`config.mk`:
```
export PLATFORM = sky130hd
export DESIGN_NAME = packet_framer
export DESIGN_NICKNAME = d
export VERILOG_FILES = /design/src/rtl/framer_pkg.sv /design/src/rtl/bit_rate_div.sv /design/src/rtl/packet_framer.sv
export SDC_FILE = /design/constraint.sdc
export NUM_CORES = 1
export LEC_CHECK = 0
export ABC_AREA = 1
export BUFFER_PORTS_ARGS = -buffer_cell sky130_fd_sc_hd__buf_2
export CORE_MARGIN = 2
export CORE_UTILIZATION = 45
export CTS_CLUSTER_DIAMETER = 50
export DETAILED_ROUTE_END_ITERATION = 6
export PLACE_DENSITY = 0.71
export SLEW_MARGIN = 20
export SYNTH_ARGS = -nofsm -noshare
export SYNTH_HDL_FRONTEND = slang
export SYNTH_SLANG_ARGS = --single-unit
```
`constraint.sdc`:
```
create_clock -name sys_clk -period 2.3 [get_ports sys_clk]
set_input_delay 0.115 -clock sys_clk [delete_from_list [all_inputs] [get_ports sys_clk]]
set_output_delay 0.115 -clock sys_clk [all_outputs]
set_load 0.02 [all_outputs]
```
`src/rtl/framer_pkg.sv`:
```
// Shared encodings and constants for packet_framer.
// The CHKSUM state exists only when PACKET_FRAMER_CHKSUM_EN is defined.
package framer_pkg;

  localparam logic [2:0] ST_IDLE     = 3'd0;
  localparam logic [2:0] ST_PREAMBLE = 3'd1;
  localparam logic [2:0] ST_PAYLOAD  = 3'd2;
`ifdef PACKET_FRAMER_CHKSUM_EN
  localparam logic [2:0] ST_CHKSUM   = 3'd3;
`endif
  localparam logic [2:0] ST_DONE     = 3'd4;

  localparam logic [7:0] PREAMBLE       = 8'h7E;
  localparam int         FRAME_LEN_BASE = 40;
  localparam int         FRAME_LEN_CHK  = 48;

  // Bit period is 2**mode clocks; the divider counts down from period-1.
  function automatic logic [2:0] div_reload(input logic [1:0] m);
    logic [3:0] period;
    period = 4'd1 << m;
    return 3'(period - 4'd1);
  endfunction

endpackage

```
`src/rtl/bit_rate_div.sv`:
```
// Bit-advance tick generator; latches the bit-rate mode when cleared at frame start.
module bit_rate_div
  import framer_pkg::*;
(
  input  logic       sys_clk,
  input  logic       sys_reset,
  input  logic       clear,
  input  logic       run,
  input  logic [1:0] mode,
  output logic       tick
);

  logic [1:0] mode_q;
  logic [2:0] cnt;

  always_ff @(posedge sys_clk or negedge sys_reset) begin
    if (!sys_reset) begin
      mode_q <= 2'd0;
      cnt    <= 3'd0;
    end else if (clear) begin
      mode_q <= mode;
      cnt    <= div_reload(mode);
    end else if (run) begin
      if (cnt == 3'd0) cnt <= div_reload(mode_q);
      else             cnt <= cnt - 3'd1;
    end
  end

  assign tick = run & (cnt == 3'd0);

endmodule

```
`src/rtl/packet_framer.sv`:
```
// Serialises preamble 0x7E plus four payload bytes, MSB first, at a mode-selected bit rate.
// Define PACKET_FRAMER_CHKSUM_EN to append an XOR checksum byte (48-bit frame).
module packet_framer
  import framer_pkg::*;
(
  input  logic       sys_clk,
  input  logic       sys_reset,
  input  logic       start,
  input  logic [7:0] data0,
  input  logic [7:0] data1,
  input  logic [7:0] data2,
  input  logic [7:0] data3,
  input  logic [1:0] mode,
  input  logic       power_down,
  output logic       packet,
  output logic       busy,
  output logic       done,
  output logic [7:0] status
);

`ifdef PACKET_FRAMER_CHKSUM_EN
  localparam int FRAME_LEN = FRAME_LEN_CHK;
`else
  localparam int FRAME_LEN = FRAME_LEN_BASE;
`endif
  // bits_left value while the last preamble bit is on the line
  localparam int PREAMBLE_LAST = FRAME_LEN - 8;

  logic [2:0]           state;
  logic                 start_q;
  logic                 start_evt;
  logic                 accept;
  logic                 tick;
  logic [FRAME_LEN-1:0] shreg;
  logic [5:0]           bits_left;
  logic                 done_flag;
  logic                 abort_flag;
  logic [4:0]           frame_cnt;

  assign start_evt = start & ~start_q;
  assign accept    = start_evt & ~power_down & (state == ST_IDLE);

`ifdef PACKET_FRAMER_CHKSUM_EN
  assign busy = (state == ST_PREAMBLE) | (state == ST_PAYLOAD) | (state == ST_CHKSUM);
`else
  assign busy = (state == ST_PREAMBLE) | (state == ST_PAYLOAD);
`endif
  assign done   = (state == ST_DONE);
  assign packet = busy & shreg[FRAME_LEN-1];
  assign status = {busy, done_flag, abort_flag, frame_cnt};

  bit_rate_div u_div (
    .sys_clk   (sys_clk),
    .sys_reset (sys_reset),
    .clear     (accept),
    .run       (busy),
    .mode      (mode),
    .tick      (tick)
  );

  always_ff @(posedge sys_clk or negedge sys_reset) begin
    if (!sys_reset) begin
      state      <= ST_IDLE;
      start_q    <= 1'b0;
      shreg      <= '0;
      bits_left  <= 6'd0;
      done_flag  <= 1'b0;
      abort_flag <= 1'b0;
      frame_cnt  <= 5'd0;
    end else begin
      start_q <= start;
      case (state)
        ST_IDLE: begin
          if (accept) begin
            state      <= ST_PREAMBLE;
`ifdef PACKET_FRAMER_CHKSUM_EN
            shreg      <= {PREAMBLE, data0, data1, data2, data3, data0 ^ data1 ^ data2 ^ data3};
`else
            shreg      <= {PREAMBLE, data0, data1, data2, data3};
`endif
            bits_left  <= 6'(FRAME_LEN - 1);
            done_flag  <= 1'b0;
            abort_flag <= 1'b0;
          end
        end
        ST_DONE: begin
          state     <= ST_IDLE;
          done_flag <= 1'b1;
          frame_cnt <= frame_cnt + 5'd1;
        end
        default: begin
          if (power_down) begin
            state      <= ST_IDLE;
            abort_flag <= 1'b1;
          end else if (tick) begin
            shreg     <= shreg << 1;
            bits_left <= bits_left - 6'd1;
            if (bits_left == 6'd0)
              state <= ST_DONE;
            else if (state == ST_PREAMBLE && bits_left == 6'(PREAMBLE_LAST))
              state <= ST_PAYLOAD;
`ifdef PACKET_FRAMER_CHKSUM_EN
            else if (state == ST_PAYLOAD && bits_left == 6'd8)
              state <= ST_CHKSUM;
`endif
          end
        end
      endcase
    end
  end

endmodule

```
Word level (Yosys, flattened, before mapping)
Index checks and enable logic that the tools add are counted.
{"block": "word_totals", "register_bits": 62, "latchBits": 0, "mem_bits_rw": 0, "romBits": 0, "inputBits": 38, "out_inout_bits": 11, "word_cells": 66, "mem_count": 0}
{"block": "classes", "addsub": 5, "mul": 0, "div": 0, "magnitude_cmp": 0, "n_eq_ne": 6, "shift": 2, "n_mux": 21, "bitwise": 9, "n_reduce_logical": 14}
{"operator": "$mux 40", "n": 3}
{"operator": "$pmux 40 s2", "n": 1}
{"operator": "$mux 3", "n": 8}
{"operator": "$mux 6", "n": 3}
{"operator": "$pmux 6 s2", "n": 1}
{"operator": "$sub 3x1->3 const B", "n": 3}
{"operator": "$reduce_bool 2->1", "n": 4}
{"operator": "$eq 6x6->1 const B", "n": 1}
{"operator": "$logic_not 3->1", "n": 2}
{"operator": "$logic_not 6->1", "n": 1}
{"operator": "$pmux 3 s2", "n": 1}
{"operator": "$reduce_and 3->1", "n": 2}
{"operator": "$shl 1x2->3 const A", "n": 2}
{"operator": "$sub 6x1->6 const B", "n": 1}
{"operator": "$add 5x1->5 const B", "n": 1}
{"operator": "$and 1x1->1", "n": 5}
{"operator": "$reduce_bool 5->1", "n": 1}
{"operator": "$pmux 1 s2", "n": 2}
{"operator": "$reduce_and 4->1", "n": 1}
{"operator": "$reduce_bool 4->1", "n": 1}
{"operator": "$eq 3x1->1 const B", "n": 1}
{"operator": "$eq 3x2->1 const B", "n": 1}
{"operator": "$eq 3x3->1 const B", "n": 1}
{"operator": "$not 1->1", "n": 3}
{"operator": "other kinds (6)", "n": 7}

Longest topological paths before layout
{"block": "logic_depth", "word_depth": 7, "ltp_mapped": 13, "mapped_depth_nobuf": 13}

By module
From an unflattened synthesis, not the netlist that was laid out.
{"block": "hier_totals", "hier_cells": 424, "area_unflattened_um2": 3111.7}
{"mod": "packet_framer", "n_inst": 1, "cells_each": 382, "area_per_inst_um2": 2813.9, "seq_area_each_um2": 1426.4}
{"mod": "bit_rate_div", "n_inst": 1, "cells_each": 42, "area_per_inst_um2": 297.8, "seq_area_each_um2": 125.1}

Worst setup path before layout
OpenSTA, ideal clock, no wires.
{"block": "synth_timing", "path_type": "reg-to-reg", "startpoint": "reg state[0]", "endpoint": "reg u_div.cnt[2]", "setup_ps": 117, "t_arrival_ps": 1575, "required_ps": 2183, "setup_slack_ps": 608, "stages_incl_launch_ff": 14, "n_path_buf": 0, "synth_period_minus_slack_ps": 1692, "cell_sequence": "dfrtp_1 -> inv_2 -> nand2_2 -> nor2_4 -> nand2_2 -> inv_1 -> nand2_1 -> o21ai_0 -> inv_1 -> ha_1 -> inv_1 -> nand3_1 -> nand3_1 -> nand2_1"}
{"block": "synth_via", "elab_chain_len": 3, "elab_cells_between_ends": 7, "cone_classes": "eq/ne: 2; mux: 1; bitwise: 2; reduce/logical: 2"}
{"item": "from (decl)", "line": "packet_framer.sv:29", "source": "logic [2:0] state;"}
{"item": "from (signal assigned)", "line": "packet_framer.sv:63", "source": "state <= ST_IDLE;"}
{"item": "from (signal assigned)", "line": "packet_framer.sv:75", "source": "state <= ST_PREAMBLE;"}
{"item": "from (signal assigned)", "line": "packet_framer.sv:87", "source": "state <= ST_IDLE;"}
{"item": "$eq 3x1->1 (tied with other cells)", "line": "packet_framer.sv:46", "source": "assign busy = (state == ST_PREAMBLE) | (state == ST_PAYLOAD);"}
{"item": "$or 1x1->1 or $and 1x1->1 (tied branches)", "line": "packet_framer.sv:46, packet_framer.sv:41"}
{"item": "$reduce_bool 2->1 (no line) or $mux 3 (tied branches)"}
{"item": "to (signal assigned)", "line": "bit_rate_div.sv:22", "source": "cnt <= div_reload(mode);"}
{"item": "to (signal assigned)", "line": "bit_rate_div.sv:24", "source": "if (cnt == 3'd0) cnt <= div_reload(mode_q);"}
{"item": "to (signal assigned)", "line": "bit_rate_div.sv:25", "source": "else cnt <= cnt - 3'd1;"}
{"item": "to (decl)", "line": "bit_rate_div.sv:14", "source": "logic [2:0] cnt;"}
Several ways; a longest one is shown, not always the timed one.
A chain may end at the register's enable or synchronous reset.

Final worst setup path
Ends and elaborated chain as after synthesis.

==> key figures <==
Global routing
  – Vias in the first global route: 2,470
  – Initial antenna violation count: 0
  – Grt ovf: 0
  – First-pass GRT wire length: 10.78 mm
  – Total track usage: 16.21%
  – Largest net degree at the start of global routing: 66

Timing
  – Minimum clock period: 1.883 ns
  – Setup TNS: 0 ns
  – Final setup violation count: 0
  – Clock Skew: 0.009791 ns
  – RSZ-0062 raised after global routing: false
  – Hold Fails Final Rpt: 0
  – Worst-Margin Slew: 0.6329 ns
  – Fmax: 0.5310 GHz
  – Slew Limit Fails: 0
  – Hold slack: 0.03295 ns
  – Slew margin rel.: 57.81%
  – Period utilisation layout: 81.88%

Floorplanning
  – Initial Util: 46.06%
  – # rows: 31
  – Die area: 0.008088 mm²
  – IO Count: 49
  – Area of the core: 0.007214 mm²
  – DIE HEIGHT: 89.94 µm
  – Die Wd: 89.94 µm

Synth
  – Yosys top cell by area: dfrtp_1
  – Net Count, Synth: 442
  – Largest family of logic cells by synthesized area: simple AND/OR/NAND/NOR gates
  – Cells after Synth: 400
  – Mapped Area: 0.003323 mm²
  – Post-synthesis compound-gate area fraction: 14.72%
  – Xor/xnor share of the synthesized area: 1.581%
  – Simple-gate share of the synthesized area: 23.91%
  – Distinct cells, synth: 32
  – Synth top area share: 46.69%
  – Primary FF master, synth: dfrtp_1
  – Seq/Total Area, Yosys: 46.69%
  – FFs w/ async S/R, synth: 100.0%
  – Synthesized area per cell: 8.308 µm²
  – Post-Synth Adder-Cell Area: 1.506%
  – Number of synthesized flops with an enable pin: 0
  – Largest cells by area after synthesis: dfrtp_1 (47%), nand2_1 (11%), o21ai_0 (6.8%)
  – Syn. warnings: 0
  – Register bit total from synthesis: 62
  – Mux cell area share after synthesis: 0%

Routing
  – Initial detailed-routing violation count: 92
  – Via density: 4.498
  – Drt total wl: 5.940 mm
  – Routed Antenna Nets: 0
  – Drt wl/cell: 10.76 µm
  – Vias: 2,483
  – DRT Pass-1 Iters: 4
  – Post-route DRC: 0

Clocking
  – Clock slew at reported path FFs: 0.07 ns
  – Clock Latency Late Sink: 0.33 ns
  – H-tree depth: 3
  – CTS Buffer Depth: 2
  – CTS Root Cell: clkbuf_8
  – Total CTS buffers: 9
  – Gates resized, CTS repair: 0
  – Setup bufs post-CTS: 0
  – Clock Sinks: 62
  – TritonCTS clock tree: built

Worst setup path
  – Crit Path Max Fanout: 8
  – WP depth: 13
  – Delay-heaviest family, CP: simple AND/OR/NAND/NOR gates
  – Critical path type: flop to flop
  – Worst path arrival time: 2.10 ns
  – CP cell instances: inv_2 > nand2_2 > nor2_4 > nand2_2 > inv_1 > nand2_1 > o21ai_0 > inv_1 > ha_1 > inv_1 > nand3_1 > nand3_1 > nand2_1
  – CP dominant cell by count: inv_1
  – CP Capture Type: flop
  – Slowest cell on crit path: dfrtp_1
  – Crit path required time: 2.52 ns
  – Crit path buffers/inverters: 4
  – Worst r2r path cells: 13
  – Kind of start point of the critical path: flop
  – Max incr delay on CP: 0.43 ns

Finish
  – Ratio of cells with drive above 1 in the final layout: 28.26%
  – Diodes inserted: 0
  – Final #Nets: 490
  – Area Overhead vs Synth: 14.83%

Power
  – Sw Share: 40.30%
  – Share of power burned in registers: 36.0%
  – Worst vdd ir: 0.7400 mV
  – Internal Pwr Total: 0.002853 W
  – Leakage power: 1.961 nW
  – P_sw: 0.001926 W
  – Comb pwr share: 42.0%
  – Power density cells: 1252 mW/mm²
  – Clock power share: 22.0%

Place
  – PortBufs: 48
  – GPL Wtd Cong: 0.7900
  – Post-detail-place hpwl: 4.085 mm

Hold path
  – Hold path depth: 3
  – Worst Hold Class: input port to flop

Run status
  – Status: complete, no violations

Run
  – Max cap viols: 0
worst paths after layout:
| kind | from | to | slack [ns] |
|---|---|---|---|
| setup / recovery | state[0]$_DFFE_PN0P_ | u_div.cnt[2]$_DFFE_PN0P_ | 0.42 |
| hold / removal | data3[0] | shreg[0]$_DFFE_PN0P_ | 0.03 |
| setup reg to reg | state[0]$_DFFE_PN0P_ | u_div.cnt[2]$_DFFE_PN0P_ | 0.42 |
| hold reg to reg | frame_cnt[4]$_DFFE_PN0P_ | frame_cnt[4]$_DFFE_PN0P_ | 0.47 |
| max in group asynchronous | sys_reset | shreg[5]$_DFFE_PN0P_ | 1.25 |
| min in group asynchronous | sys_reset | frame_cnt[4]$_DFFE_PN0P_ | 0.34 |
repair_timing:
action / in CTS / in global routing
endpoints found under the setup margin: 0 / 0
hold buffers: 2 / 0
endpoints found under the hold margin: 27 / 0
final cells by class:
| class | instances | area [µm²] |
|---|---|---|
| clock inverter | 6 | 85.08 |
| inverter | 59 | 221.5 |
| sequential | 62 | 1551 |
| tap | 99 | 123.9 |
| fill | 707 | 3398 |
| timing repair buffer | 55 | 310.3 |
| multi-input combinational | 261 | 1386 |
| clock buffer | 10 | 137.6 |
Yosys cell counts (3+ instances only):
cell type  number
a21oi_1         7
buf_12          4
buf_2           6
buf_4           3
dfrtp_1        62
ha_1            4
inv_1          55
inv_2           4
nand2_1       101
nand2_2        22
nand3_1        14
nor2_1         21
o21ai_0        45
o21ai_1         4
o21ai_2        21
xor2_1          4
routing by layer:
metal,vias up,wire length [µm],global-route usage [%]
met4,0,67,5.385
met5,-,0,0
met3,5,232,4.275
met2,39,2686,26.83
met1,1097,2953,20.79
li1,1342,-,-
worst reg2reg max path, cell delays in order, from the launching register on:
cell and delay (ns):
dfrtp_1 0.43, inv_2 0.10, nand2_2 0.08, nor2_4 0.09
nand2_2 0.13, inv_1 0.17, nand2_1 0.10, o21ai_0 0.16
inv_1 0.06, ha_1 0.19, inv_1 0.05, nand3_1 0.07
nand3_1 0.08, nand2_1 0.06
per-stage QoR:
stage / util (%) / setup WS [ns] / cell area (µm²) / instances / total power [W]
finish: 52.90 / 0.4167 / 3816 / 552 / 0.004779
global placement: 49.53 / 0.5146 / 3573 / 534 / 0.003683
detailed placement: 49.53 / 0.4351 / 3573 / 534 / 0.003753
CTS: 52.90 / 0.4075 / 3816 / 552 / 0.004845
floorplan: - / 0.6080 / 3323 / 400 / 0.003437
global route: 52.90 / 0.2225 / 3816 / 552 / 0.005226
cells by family (layout without fill, tap and decap cells):
family,after synthesis,count (layout)
and+or+nand+nor,172,172
AOI/OAI and AO/OA,79,79
buffers and inverters,77,130
DFF,62,62
xor gates and xnor gates,6,6
adders and majority gates,4,4
state kept, by name, summed over array words and instances, names as in the netlist:
name          flops
state             3
shreg            40
u_div.cnt         3
bits_left         6
done_flag         1
u_div.mode_q      2
start_q           1
frame_cnt         5
abort_flag        1
power groups by stage:
| stage | Sequential [W] | Combinational [W] | Clock (W) |
|---|---|---|---|
| global placement | 0.00172 | 0.00196 | 0 |
| floorplan | 0.00172 | 0.00172 | 0 |
| detailed placement | 0.00174 | 0.00201 | 0 |
| finish | 0.00172 | 0.00201 | 0.00105 |
| CTS | 0.00172 | 0.00204 | 0.00108 |
| global route | 0.00177 | 0.00232 | 0.00114 |
cell usage in the layout (no fill, tap or decap), types with 7 or more instances in the layout:
| cell type | n |
|---|---|
| nand3_1 | 14 |
| a21oi_1 | 7 |
| o21ai_0 | 45 |
| buf_2 | 48 |
| dfrtp_1 | 62 |
| nand2_1 | 101 |
| nand2_2 | 22 |
| inv_1 | 55 |
| nor2_1 | 21 |
| o21ai_2 | 21 |
| clkbuf_8 | 10 |
Note: power is estimated with default switching activity, not from simulation.
